File: config.mk
export PLATFORM = sky130hd
export DESIGN_NAME = right_shift_seq
export DESIGN_NICKNAME = d
export VERILOG_FILES = /design/src/rtl/right_shift_seq_pkg.sv /design/src/rtl/right_shift_1b.sv /design/src/rtl/right_shift_seq.sv
export SDC_FILE = /design/constraint.sdc
export NUM_CORES = 1
export LEC_CHECK = 0
export CAP_MARGIN = 15
export CORE_MARGIN = 5
export CORE_UTILIZATION = 38
export DETAILED_ROUTE_END_ITERATION = 10
export HOLD_SLACK_MARGIN = 0.12
export PLACE_DENSITY_LB_ADDON = 0.08
export SKIP_CTS_REPAIR_TIMING = 1
export SLEW_MARGIN = 15
export SYNTH_ARGS = -nofsm -noshare
export SYNTH_HDL_FRONTEND = slang
export SYNTH_SLANG_ARGS = --single-unit
File: constraint.sdc
create_clock -name clk -period 1.25 [get_ports clk]
set_clock_uncertainty 0.05 [all_clocks]
set_input_delay 0.1875 -clock clk [delete_from_list [all_inputs] [get_ports clk]]
set_output_delay 0.1875 -clock clk [all_outputs]
set_load 0.01 [all_outputs]
File: src/rtl/right_shift_seq_pkg.sv
// Shared constants for the serial right shifter: state codes, default sizes, shift-mode select.
// Latency: none (declarations only).
// Backpressure: none (declarations only).
package right_shift_seq_pkg;

   // Default datapath sizing
   localparam int DEF_WIDTH   = 16;
   localparam int DEF_SHAMT_W = 4;

   // Controller states; the encodings are visible to debug tooling, so keep them fixed
   typedef enum logic [1:0] {
      ST_IDLE  = 2'd0,
      ST_SHIFT = 2'd1,
      ST_DONE  = 2'd2
   } state_t;

   // Shift-mode select as driven by instruction decode onto the arith pin
   typedef enum logic {
      SHR_LOGICAL = 1'b0,
      SHR_ARITH   = 1'b1
   } shr_mode_t;

   // Bit shifted in at the top: sign bit for arithmetic shifts, zero for logical shifts
   function automatic logic fill_bit(input logic arith, input logic msb);
      return (shr_mode_t'(arith) == SHR_ARITH) && msb;
   endfunction

endpackage

File: src/rtl/right_shift_1b.sv
// Combinational single-bit right step; the counterpart of the 1-bit left shifter.
// Latency: 0 cycles (pure combinational).
// Backpressure: none; output follows inputs continuously.
module right_shift_1b #(
   parameter int WIDTH = 16
) (
   input  logic [WIDTH-1:0] value,
   input  logic             fill,
   output logic [WIDTH-1:0] shifted
);

   // The LSB falls off the end; fill enters at the MSB
   assign shifted = (value >> 1) | {fill, {(WIDTH-1){1'b0}}};

endmodule

File: src/rtl/right_shift_seq.sv
// Multi-cycle serial right shifter (logical or arithmetic), one bit per clock.
// Latency: start accepted at edge E0 -> done high in the cycle after edge E0+shamt.
// Backpressure: busy high while shifting; start is dropped (not queued) while busy.
module right_shift_seq
   import right_shift_seq_pkg::*;
#(
   parameter int WIDTH   = DEF_WIDTH,
   parameter int SHAMT_W = DEF_SHAMT_W
) (
   input  logic               clk,
   input  logic               reset,
   input  logic               start,
   input  logic [WIDTH-1:0]   data_in,
   input  logic [SHAMT_W-1:0] shamt,
   input  logic               arith,
   output logic               busy,
   output logic               done,
   output logic [WIDTH-1:0]   out
);

   localparam logic [SHAMT_W-1:0] CNT_ZERO = '0;
   localparam logic [SHAMT_W-1:0] CNT_ONE  = SHAMT_W'(1);

   state_t             state;
   state_t             state_nxt;
   logic               accept;
   logic [SHAMT_W-1:0] cnt;
   logic               fill;
   logic [WIDTH-1:0]   step_val;

   // Controller state register; reset aborts any shift in progress
   always_ff @(posedge clk) begin
      if (reset) begin
         state <= ST_IDLE;
      end else begin
         state <= state_nxt;
      end
   end

   // Next-state decode and handshake outputs; a start in DONE chains straight into the next job
   always_comb begin
      state_nxt = state;
      accept    = 1'b0;
      busy      = 1'b0;
      done      = 1'b0;
      case (state)
         ST_IDLE: begin
            if (start) begin
               accept    = 1'b1;
               state_nxt = (shamt == CNT_ZERO) ? ST_DONE : ST_SHIFT;
            end
         end
         ST_SHIFT: begin
            busy = 1'b1;
            // Leaving at cnt==1 means the counter never wraps below zero
            if (cnt == CNT_ONE) begin
               state_nxt = ST_DONE;
            end
         end
         ST_DONE: begin
            done = 1'b1;
            if (start) begin
               accept    = 1'b1;
               state_nxt = (shamt == CNT_ZERO) ? ST_DONE : ST_SHIFT;
            end else begin
               state_nxt = ST_IDLE;
            end
         end
         default: begin
            state_nxt = ST_IDLE;
         end
      endcase
   end

   // One-bit step of the result register, filled with the captured fill bit
   right_shift_1b #(
      .WIDTH (WIDTH)
   ) u_step (
      .value   (out),
      .fill    (fill),
      .shifted (step_val)
   );

   // Operand capture on accept, then one step per SHIFT cycle; out is otherwise held
   always_ff @(posedge clk) begin
      if (reset) begin
         out  <= '0;
         cnt  <= '0;
         fill <= 1'b0;
      end else if (accept) begin
         out  <= data_in;
         cnt  <= shamt;
         fill <= fill_bit(arith, data_in[WIDTH-1]);
      end else if (busy) begin
         out  <= step_val;
         cnt  <= cnt - CNT_ONE;
      end
   end

   // Structural sanity: SHIFT always has work left, and busy/done are exclusive
   always_ff @(posedge clk) begin
      if (!reset) begin
         assert (!(busy && done))
            else $error("busy and done asserted together");
         assert (!(state == ST_SHIFT && cnt == CNT_ZERO))
            else $error("shift state entered with zero count");
      end
   end

endmodule
Word-level counts from Yosys, hierarchy flattened. Index checks and enable logic that the tools add are counted. W data, S select, Z words.

RAM bits: 0. Memories: 0. Memory bits (read-only): 0. Input bits: 24. Logic and storage cells: 30. Latch bits: 0. Bits in registers: 23. Output and inout bits: 18.

Bitwise operators: 1. Mux-type cells: 13. Shift-type cells: 0. Multipliers: 0. Eq/ne operators: 5. Reductions and logical operators: 6. Divide/modulo/power cells: 0. Add/sub/neg operators: 1. $lt $le $gt $ge: 0.

Operator list (number): $mux W16 (2); $or A15 B16 Y16 (1); $mux W2 (4); $mux W4 (2); $pmux W2 S3 (1); $eq A4 B1 Y1 const B (1); $logic_not A4 Y1 (1); $mux W1 (4); $ne A2 B2 Y1 const B (2); $sub A4 B1 Y4 const B (1); $eq A2 B1 Y1 const B (1); $eq A2 B2 Y1 const B (1); $logic_not A2 Y1 (1); $reduce_and A2 Y1 (1); $reduce_bool A2 Y1 (1); $reduce_or A2 Y1 (1); $logic_and A1 B1 Y1 (1).

Depth between registers and ports, before layout. Gate-level depths: netlist of run 1.

Depth after elaboration: 4. Mapped depth: 6. Depth with buffers taken out: 5.

By module. From an unflattened synthesis of run 1, not the netlist that was laid out.

Cells, all modules: 137. Area, all modules: 1137.3 um^2.

By module, submodules not included: right_shift_seq (instances 1, area an instance 1017.2 um^2, seq. area each 460.4 um^2, cells each 121); right_shift_1b (instances 1, area an instance 120.1 um^2, seq. area each 0.0 um^2, cells each 16).

Worst setup path before layout of run 1. OpenSTA, ideal clock, no wires.

Path kind: flip-flop to flip-flop. Start: register state[0]. End: register cnt[3]. Library setup time: 0.135 ns. Clock period less this slack: 1.163 ns. Required time: 1.065 ns. Arrival: 0.978 ns. Slack: 0.087 ns. Stages on the path, launching flop included: 4. Path buffers: 0. Cells stage by stage: dfxtp_1 -> and2b_2 -> a311oi_1 -> a2111oi_2.

Word-level cells in the longest chain between the ends: 4.

Ends and longest elaborated chain: start, declared (line right_shift_seq.sv:24) `state_t state;`; start signal, assigned (line right_shift_seq.sv:36) `state <= state_nxt;`; $eq A2 B2 Y1 or $logic_not A2 Y1 (tied branches) (line right_shift_seq.sv:46) `case (state)`; $reduce_or A2 Y1 (no line); $mux W1; $mux W4 or $reduce_bool A2 Y1 (tied branches); end signal, assigned (line right_shift_seq.sv:92) `cnt <= shamt;`; end signal, assigned (line right_shift_seq.sv:96) `cnt <= cnt - CNT_ONE;`; end, declared (line right_shift_seq.sv:27) `logic [SHAMT_W-1:0] cnt;`.

Parallel ways exist; a longest one is shown, timed or not. A chain may end at the register's enable or synchronous reset.

Final worst setup path of run 1.
Start: register state[1]. End: register cnt[3].

Same word-level chain as after synthesis.

==> results of run 1 <==
[routing by layer]
layer / global-route usage, % / vias up / routed length (um)
li1: - / 539 / -
met1: 19.7 / 545 / 1300
met2: 27.3 / 42 / 1730
met3: 5.58 / 4 / 223
met4: 2.39 / 0 / 34
met5: 0 / - / 0
[area by class of cell]
type                            instances  area, um2  area share, %
Sequential cell                        23        474           27.4
Clock buffer                            4       26.3           1.52
Inverter                                4       17.5           1.01
Multi-Input combinational cell         80        567           32.8
Timing Repair Buffer                   59        607           35.1
Tap cell                               31       38.8           2.24
[tightest hold or removal path, delay by kind of cell]
kind / cells / cell delay [ns]
simple gates: 1 / 0.08
buf+inv: 1 / 0.40
compound gates: 1 / 0.06
[Yosys cell counts, drive strengths merged]
cell	number	area share [%]
a31oi	1	0.59
nor3	1	0.47
inv	4	1.4
clkbuf	2	0.71
o21ba	1	0.95
dfxtp	23	44
nor4	1	0.59
a2bb2oi	1	0.83
a22oi	16	11
nand2b	2	2.1
a311oi	2	1.7
nand2	4	1.4
and2b	2	1.5
nand3	18	8.6
a2111oi	1	1.4
a21oi	20	9.5
o211ai	1	0.71
or3	1	0.59
ha	2	2.4
nor2	5	1.8
and3	1	0.59
buf	8	7.0
[registers in the layout, indices dropped and copies added (netlist names)]
name,cells
state,2
fill,1
out,16
cnt,4
[power by group through the flow]
stage / registers (mW) / logic, mW / clock network, mW
global route: 0.871 / 0.630 / 0.404
detailed placement: 0.864 / 0.518 / 0
finish: 0.859 / 0.578 / 0.351
CTS: 0.849 / 0.521 / 0.367
global placement: 0.862 / 0.513 / 0
floorplan: 0.873 / 0.248 / 0
[kinds of logic after synthesis]
family | Yosys count | share of synthesized area, %
compound gates | 43 | 27.1
simple gates | 35 | 17.7
flops | 23 | 43.7
buf+inv | 14 | 9.14
fa+ha+maj | 2 | 2.37
[per-stage QoR]
| stage | std cells | hold WS [ns] | power (mW) | worst slack [ns] | area (um2) |
|---|---|---|---|---|---|
| 2_1_floorplan | 117 | 0.206 | 1.12 | 0.0873 | 1050 |
| 3_3_place_gp | 196 | 0.391 | 1.38 | -0.182 | 1560 |
| 3_5_place_dp | 196 | 0.394 | 1.38 | -0.204 | 1560 |
| 6_report | 201 | 0.396 | 1.79 | -0.00904 | 1730 |
| 4_1_cts | 200 | 0.389 | 1.74 | -0.427 | 1590 |
| 5_1_grt | 201 | 0.392 | 1.91 | -0.0657 | 1730 |
[worst min path at each step]
stage,startpoint,to,slack (ns),depth (start not counted)
after floorplan,reset,cnt[3],0.21,1
after global placement,fill,fill,0.39,2
after detailed placement,fill,fill,0.39,2
after CTS,arith,fill,0.39,3
after global routing,arith,fill,0.39,3
final,arith,fill,0.40,3
==> impl_metrics.ini, run 1 <==
[yosys]
syn_inst = 117
syn-cell-area_um2 = 1050
ys_seq_area_share_pct = 43.7
syn_area_per_cell_um2 = 9.00
ys_ff_latch = 23
syn_nets = 143
ys_types = 27
ys.warnings.count = 0

[setup_path]
cp_top_family = compound AO/OA/AOI/OAI gates
slowest_delay_ns = 0.35
worstPathCellList = nand2b_4 -> inv_4 -> buf_6 -> a311oi_4 -> a2111oi_4
critPathCaptureType = flop
r2r-end = cnt[3]
cp_num_cells = 5
crit_buf_inv = 2
critPathLaunch = state[1]
path_max_fanout = 3
crit_type = reg2reg
cp-start-kind = flop
ff2ff_path_depth = 5
crit_arrival_ns = 1.42
rr_startpoint = state[1]
ff2ff_setup_slack_ns = -0.009
critical_path_required_ns = 1.41
critPathCapture = cnt[3]
cpMaxStageDelayCell = a2111oi_4

[cells_and_area]
fin_util_pct = 63.9
layout_common_cells = 23 x clkdlybuf4s50_1, 18 x nand3_1, 17 x a21oi_1
antenna_cells = 0
final_common_cell = clkdlybuf4s50_1
nNetsFinal = 197
synthToLayoutAreaGrowth_pct = 64.3
fillers = 239
drive_above_1_share_pct = 29.4

[route]
drt_iter0_drc = 61
drt-total-wl_mm = 3.29
viasPerCell = 5.62
drc_errors = 0
ant_nets = 0
dr.pass1.iters = 4
wl_per_cell_um = 16.4
num_vias = 1130

[power]
pwr-share-comb_pct = 32.3
p_sw_mw = 0.548
ir_drop_mv = 0.804
power-per-cell-area_nw_per_um2 = 1030
p_leak_nw = 0.879
clkPwrFrac_pct = 19.6
swShare_pct = 30.6
p_seq_share_pct = 48.1
internal_power_mw = 1.24

[floorplan]
die-area_um2 = 3930
dieHeight_um = 62.7
core-area_um2 = 2710
rows = 19
io_pins = 42
die_w_um = 62.7
start_util_pct = 38.9

[clock_network]
cts_tree = built
cts_buffers = 3
cts.htree.levels = 1
clock-sinks = 23
clock_latency_ns = 0.31
clock_path_buffers = 2
clockRootBuffer = clkbuf_4
path_clk_slew_ns = 0.13

[global_routing]
grt_pass1_wl_mm = 5.20
track_usage_pct = 16.0
grt-ovfl-total = 0
grt_max_degree = 14
antenna_found_initial = 0
first_global_vias = 1074

[sta]
worst_pin_slew_ns = 0.371
fin_crit_ns = 1.26
tns_ns = -0.0117
setup_viol = 2
rsz0062_at_grt = true
maxSlewHeadroom_pct = 75.1
finalMaxSlewViolations = 0
setup_ws_ns = -0.00904
hold_viol_final = 0
max_freq_mhz = 794
finalCritPeriodShare_pct = 101

[outcome]
violations = setup timing
status = finished, violations left

[run]
drv_cap = 0

[placed_design]
gp_congestion = 0.787
dpl.hpwl_mm = 2.27
io_buffers = 41

[worst_hold_path]
hold_path.class = in2reg
(Power assumes the default switching activity.)
==> run 2, diff against run 1 <==
CORE_UTILIZATION = 40   (was 38)
clock period = 1.6 ns   (was 1.25 ns; I/O delays follow)
==> run 2 against run 1 <==
The run now ends clean. Sequential power down 23%. Power down 27%. Utilization down 3.3 points. First-iteration DRC count up 23%. Wire length down 17%. Die area down 4.2%. Register-to-register slack better by 0.26 ns. Worst setup slack better by 0.053 ns. Design area down 13%. Largest cell class is now multi-input gates. Largest power group unchanged. Highest routed layer unchanged.
==> impl_metrics.ini, run 2 (synthesis gave the netlist of run 1 again) <==
[cells_and_area]
top_register = out
fin_area_um2 = 1510
largest_reg_flops = 16
nNetsFinal = 187
final_cells = 190
largestRegisters = out x16, cnt x4, state x2
layout_common_cells = 39 x clkdlybuf4s50_1, 21 x dfxtp_1, 20 x a21oi_1
final_common_cell = clkdlybuf4s50_1
drive_above_1_share_pct = 11.9
synthToLayoutAreaGrowth_pct = 43.7
antenna_cells = 0

[sta]
rsz0062_at_grt = false
finalMaxSlewViolations = 0
tns_ns = 0
holdWs_ns = 0.416
max_freq_mhz = 643
worst_pin_slew_ns = 0.311
setup_viol = 0
fin_crit_ns = 1.56
finalCritPeriodShare_pct = 97.2
hold_viol_final = 0
setup_ws_ns = 0.0440
maxSlewHeadroom_pct = 79.1

[route]
viasPerCell = 5.73
drt-total-wl_mm = 2.74
drc_errors = 0
ant_nets = 0
dr.pass1.iters = 4
wl_per_cell_um = 14.4
drt_iter0_drc = 75
num_vias = 1088

[placed_design]
io_buffers = 41
placed_area_um2 = 1480
gp_congestion = 0.745
dpl.cell_count = 186
pre_cts_slack_ns = 0.0443
dpl.hpwl_mm = 1.99

[worst_hold_path]
min-delay-start = fill
holdPathStages = 2
hold_end = fill
hold_path.class = reg2reg

[floorplan]
io_pins = 42
die_w_um = 61.3
dieHeight_um = 61.3
start_util_pct = 42.1
rows = 18
core-area_um2 = 2500
die-area_um2 = 3760

[clock_network]
clock-sinks = 23
clockRootBuffer = clkbuf_4
cts.htree.levels = 1
clock_latency_ns = 0.32
path_clk_slew_ns = 0.13
cts_buffers = 3
cts_tree = built
clock_path_buffers = 2

[setup_path]
cpMaxStageDelayCell = clkdlybuf4s50_1
r2r-end = cnt[3]
path_max_fanout = 3
critPathCaptureType = output pin
ff2ff_setup_slack_ns = 0.25
crit_buf_inv = 1
crit_type = reg2out
ff2ff_path_depth = 5
crit_arrival_ns = 1.27
rr_startpoint = state[1]
slowest_delay_ns = 0.56
cp-start-kind = flop
critical_path_required_ns = 1.31
critPathLaunch = out[15]
cp_top_family = buffers and inverters
worstPathCellList = clkdlybuf4s50_1

[power]
power-per-cell-area_nw_per_um2 = 861
ir_drop_mv = 0.469
p_leak_nw = 0.585

[run]
drv_cap = 0

[outcome]
status = finished, final reports clean

[global_routing]
antenna_found_initial = 0
first_global_vias = 1002
grt-ovfl-total = 0
grt_max_degree = 24
track_usage_pct = 15.4
grt_pass1_wl_mm = 4.45
-- run 2: cell types whose count changed in the layout (fill, tap and decap cells not counted), moves of 3 or more --
cell,previous run,this run
clkdlybuf4s50_1,23,39
dlymetal6s2s_1,16,2
dfxtp_1,14,21
dfxtp_2,8,2
buf_6,5,0
a22oi_1,12,16
a22oi_2,4,0
buf_4,12,8
a21oi_1,17,20
a21oi_2,3,0
-- run 2: layer usage --
layer  part of all wire, %  wire (um)  global-route usage [%]  vias to the layer above
met5                     0          0                       0                        -
met4                  0.95         26                    4.64                        0
met3                   8.8        242                    3.14                        4
met2                    45       1230                    24.8                       46
met1                    45       1250                    20.9                      519
li1                      -          -                       -                      519
-- run 2: area by class of cell --
class                   count  area, um2
clock buffers               4       26.3
inverters                   4       15.0
multi-input cells          80        497
fillers                   237        986
flip-flops and latches     23        463
well taps                  30       37.5
repair buffers             49        475
-- run 2: per-stage QoR --
step,util (%),power [mW]
after floorplan,-,0.876
after global placement,59.2,1.04
after detailed placement,59.2,1.05
after CTS,60.3,1.31
after global routing,60.6,1.38
final,60.6,1.30
-- run 2: report_power, final --
group          switching (mW)  internal [mW]
combinational           0.169          0.200
sequential             0.0381          0.624
clock                   0.174         0.0975
total                   0.382          0.921
-- run 2: worst max path at each step --
stage	cells past startpoint	to	slack [ns]
CTS	2	done	-0.11
finish	1	out[15]	0.04
global placement	5	out[6]	0.07
floorplan	3	cnt[3]	0.44
global route	1	out[7]	0.0005
detailed placement	5	out[6]	0.04
==> run 3, diff against run 2 <==
CORE_UTILIZATION = 47   (was 40)
SETUP_SLACK_MARGIN = 0.1   (was not set)
SYNTH_HIERARCHICAL = 1   (was not set)
==> run 3 against run 2 <==
Critical path depth rose by 2. Wire length down 1.4%. Register-to-register slack better by 0.02 ns. Critical path type is now reg2reg. Critical endpoint is now cnt[3].
==> impl_metrics.ini, run 3 <==
[outcome]
status = finished, final reports clean

[floorplan]
rows = 17
die_w_um = 59.2
die-area_um2 = 3500
dieHeight_um = 59.2
io_pins = 42
start_util_pct = 50.4
core-area_um2 = 2250

[yosys]
synth_largest_area_cell = dfxtp_1
syn_nets = 163
syn_inst = 137
synth_top_cells_by_area = dfxtp_1 40%, buf_4 12%, nor3_1 7.5%
ys.flop_type = dfxtp_1
ys_seq_area_share_pct = 40.5
synth_edf_count = 0
yosysTopAreaCellShare_pct = 40.5
synth.most_common_cell = dfxtp_1
ys.warnings.count = 6
ys_ff_latch = 23
synth-async-reset-ratio_pct = 0
syn_area_per_cell_um2 = 8.30
synth_common_cells = 23 x dfxtp_1, 18 x buf_4, 17 x nor3_1
syn-cell-area_um2 = 1140
ys_types = 24

[cells_and_area]
antenna_cells = 0
drive_above_1_share_pct = 12.5
fin_area_um2 = 1550
fillers = 204
largestRegisters = out x16, cnt x4, state x2
largest_reg_flops = 16
synthToLayoutAreaGrowth_pct = 36.1
top_register = out
nNetsFinal = 187
final_common_cell = clkdlybuf4s50_1
layout_common_cells = 23 x clkdlybuf4s50_1, 18 x dlymetal6s2s_1, 17 x nor3_1
final_cells = 188

[clock_network]
cts_tree = built
path_clk_slew_ns = 0.12
clock-sinks = 23
cts.htree.levels = 1
clockRootBuffer = clkbuf_4
clock_latency_ns = 0.31
cts_buffers = 3
clock_path_buffers = 2

[setup_path]
crit_arrival_ns = 1.51
crit_top_cell = or3_1
slowest_delay_ns = 0.40
critPathCaptureType = flop
crit_type = reg2reg
worstPathCellList = or3_1 -> or3_1 -> a31oi_1
cp_top_family = simple AND/OR/NAND/NOR gates
cp_num_cells = 3
path_max_fanout = 4
critical_path_required_ns = 1.78
cp-start-kind = flop
ff2ff_path_depth = 3
cpMaxStageDelayCell = or3_1
crit_buf_inv = 0

[sta]
worst_pin_slew_ns = 0.336
finalCritPeriodShare_pct = 83.2
setup_viol = 0
fin_crit_ns = 1.33
rsz0062_at_grt = false
finalMaxSlewViolations = 0
maxSlewHeadroom_pct = 77.4
holdWs_ns = 0.418
hold_viol_final = 0
max_freq_mhz = 751

[power]
internal_power_mw = 0.952
p_seq_share_pct = 50.6
swShare_pct = 29.8
clkPwrFrac_pct = 19.5
p_leak_nw = 0.829
p_sw_mw = 0.405
ir_drop_mv = 0.549
power-per-cell-area_nw_per_um2 = 876
pwr-share-comb_pct = 29.9

[global_routing]
grtUsageMet3_pct = 3.49
track_usage_pct = 16.7
grt-ovfl-total = 0
grt_max_degree = 26
met1_usage_pct = 20.6
grt_use_met2_pct = 28.5
antenna_found_initial = 0
grt-busiest-layer = met2
first_global_vias = 1034
grt_pass1_wl_mm = 4.59

[placed_design]
io_buffers = 41
placed_area_um2 = 1460
gp_congestion = 0.768
dpl.hpwl_mm = 1.91
dpl.cell_count = 184

[route]
ant_nets = 0
viasPerCell = 5.56
drt_iter0_drc = 38
drc_errors = 0
dr.pass1.iters = 4
num_vias = 1046
wl_per_cell_um = 14.4
drt-total-wl_mm = 2.70

[worst_hold_path]
hold_path.class = reg2reg
holdPathStages = 2

[run]
drv_cap = 0
-- run 3: cell count changes in the layout (fill, tap and decap cells not counted), sizes merged, moves of 4 or more --
| cell | before | now |
|---|---|---|
| dlymetal6s2s | 2 | 18 |
| a22oi | 16 | 6 |
| nor3 | 1 | 17 |
| clkdlybuf4s50 | 39 | 23 |
| a21oi | 20 | 10 |
| o22ai | 0 | 8 |
| nand3 | 18 | 9 |
| nand2 | 4 | 8 |
-- run 3: metrics by stage --
| stage | TNS, ns | setup slack [ns] | utilization [%] | power [mW] |
|---|---|---|---|---|
| 6_report | 0 | 0.269 | 68.6 | 1.36 |
| 5_1_grt | 0 | 0.203 | 68.6 | 1.45 |
| 4_1_cts | -0.150 | -0.141 | 66.1 | 1.38 |
| 3_5_place_dp | 0 | 0.113 | 64.9 | 1.11 |
| 3_3_place_gp | 0 | 0.159 | 64.9 | 1.10 |
| 2_1_floorplan | 0 | 0.389 | - | 0.961 |
-- run 3: cell type report --
cell class / instances / area (um2) / area share, %
sequential: 23 / 472 / 30.5
inverter: 4 / 15.0 / 0.970
timing repair buffer: 47 / 526 / 34.0
clock inverter: 1 / 5.00 / 0.323
tap: 28 / 35.0 / 2.26
clock buffer: 3 / 22.5 / 1.46
multi-input combinational: 82 / 473 / 30.6
-- run 3: metal layers --
| layer | vias up | routed length (um) |
|---|---|---|
| met5 | - | 0 |
| met1 | 493 | 1190 |
| met3 | 2 | 152 |
| met2 | 30 | 1350 |
| met4 | 0 | 14 |
| li1 | 521 | - |
-- run 3: worst reg2reg max path: stages, from the launching register on --
cell	delay, ns
dfxtp_1	0.35
or3_1	0.40
or3_1	0.32
a31oi_1	0.14
-- run 3: power groups by stage --
| stage | combinational, mW | clock (mW) | sequential [mW] |
|---|---|---|---|
| floorplan | 0.256 | 0 | 0.705 |
| global placement | 0.414 | 0 | 0.691 |
| detailed placement | 0.418 | 0 | 0.694 |
| CTS | 0.420 | 0.274 | 0.683 |
| global route | 0.450 | 0.301 | 0.695 |
| finish | 0.405 | 0.265 | 0.686 |
-- run 3: path summary, 6_finish.rpt --
check,start,endpoint,slack [ns]
worst max register to register,cnt[0],cnt[3],0.27
worst min-delay path,fill,fill,0.42
worst min register to register,fill,fill,0.42
worst max-delay path,cnt[0],cnt[3],0.27
-- run 3: cells by family (layout without fill, tap and decap cells) --
family / after synthesis / count (layout) / share of synthesized area, %
buffers and inverters: 32 / 55 / 17.9
DFF: 23 / 23 / 40.5
AOI/OAI and AO/OA: 33 / 33 / 19.3
adders and majority gates: 2 / 2 / 2.20
and+or+nand+nor: 47 / 47 / 20.1
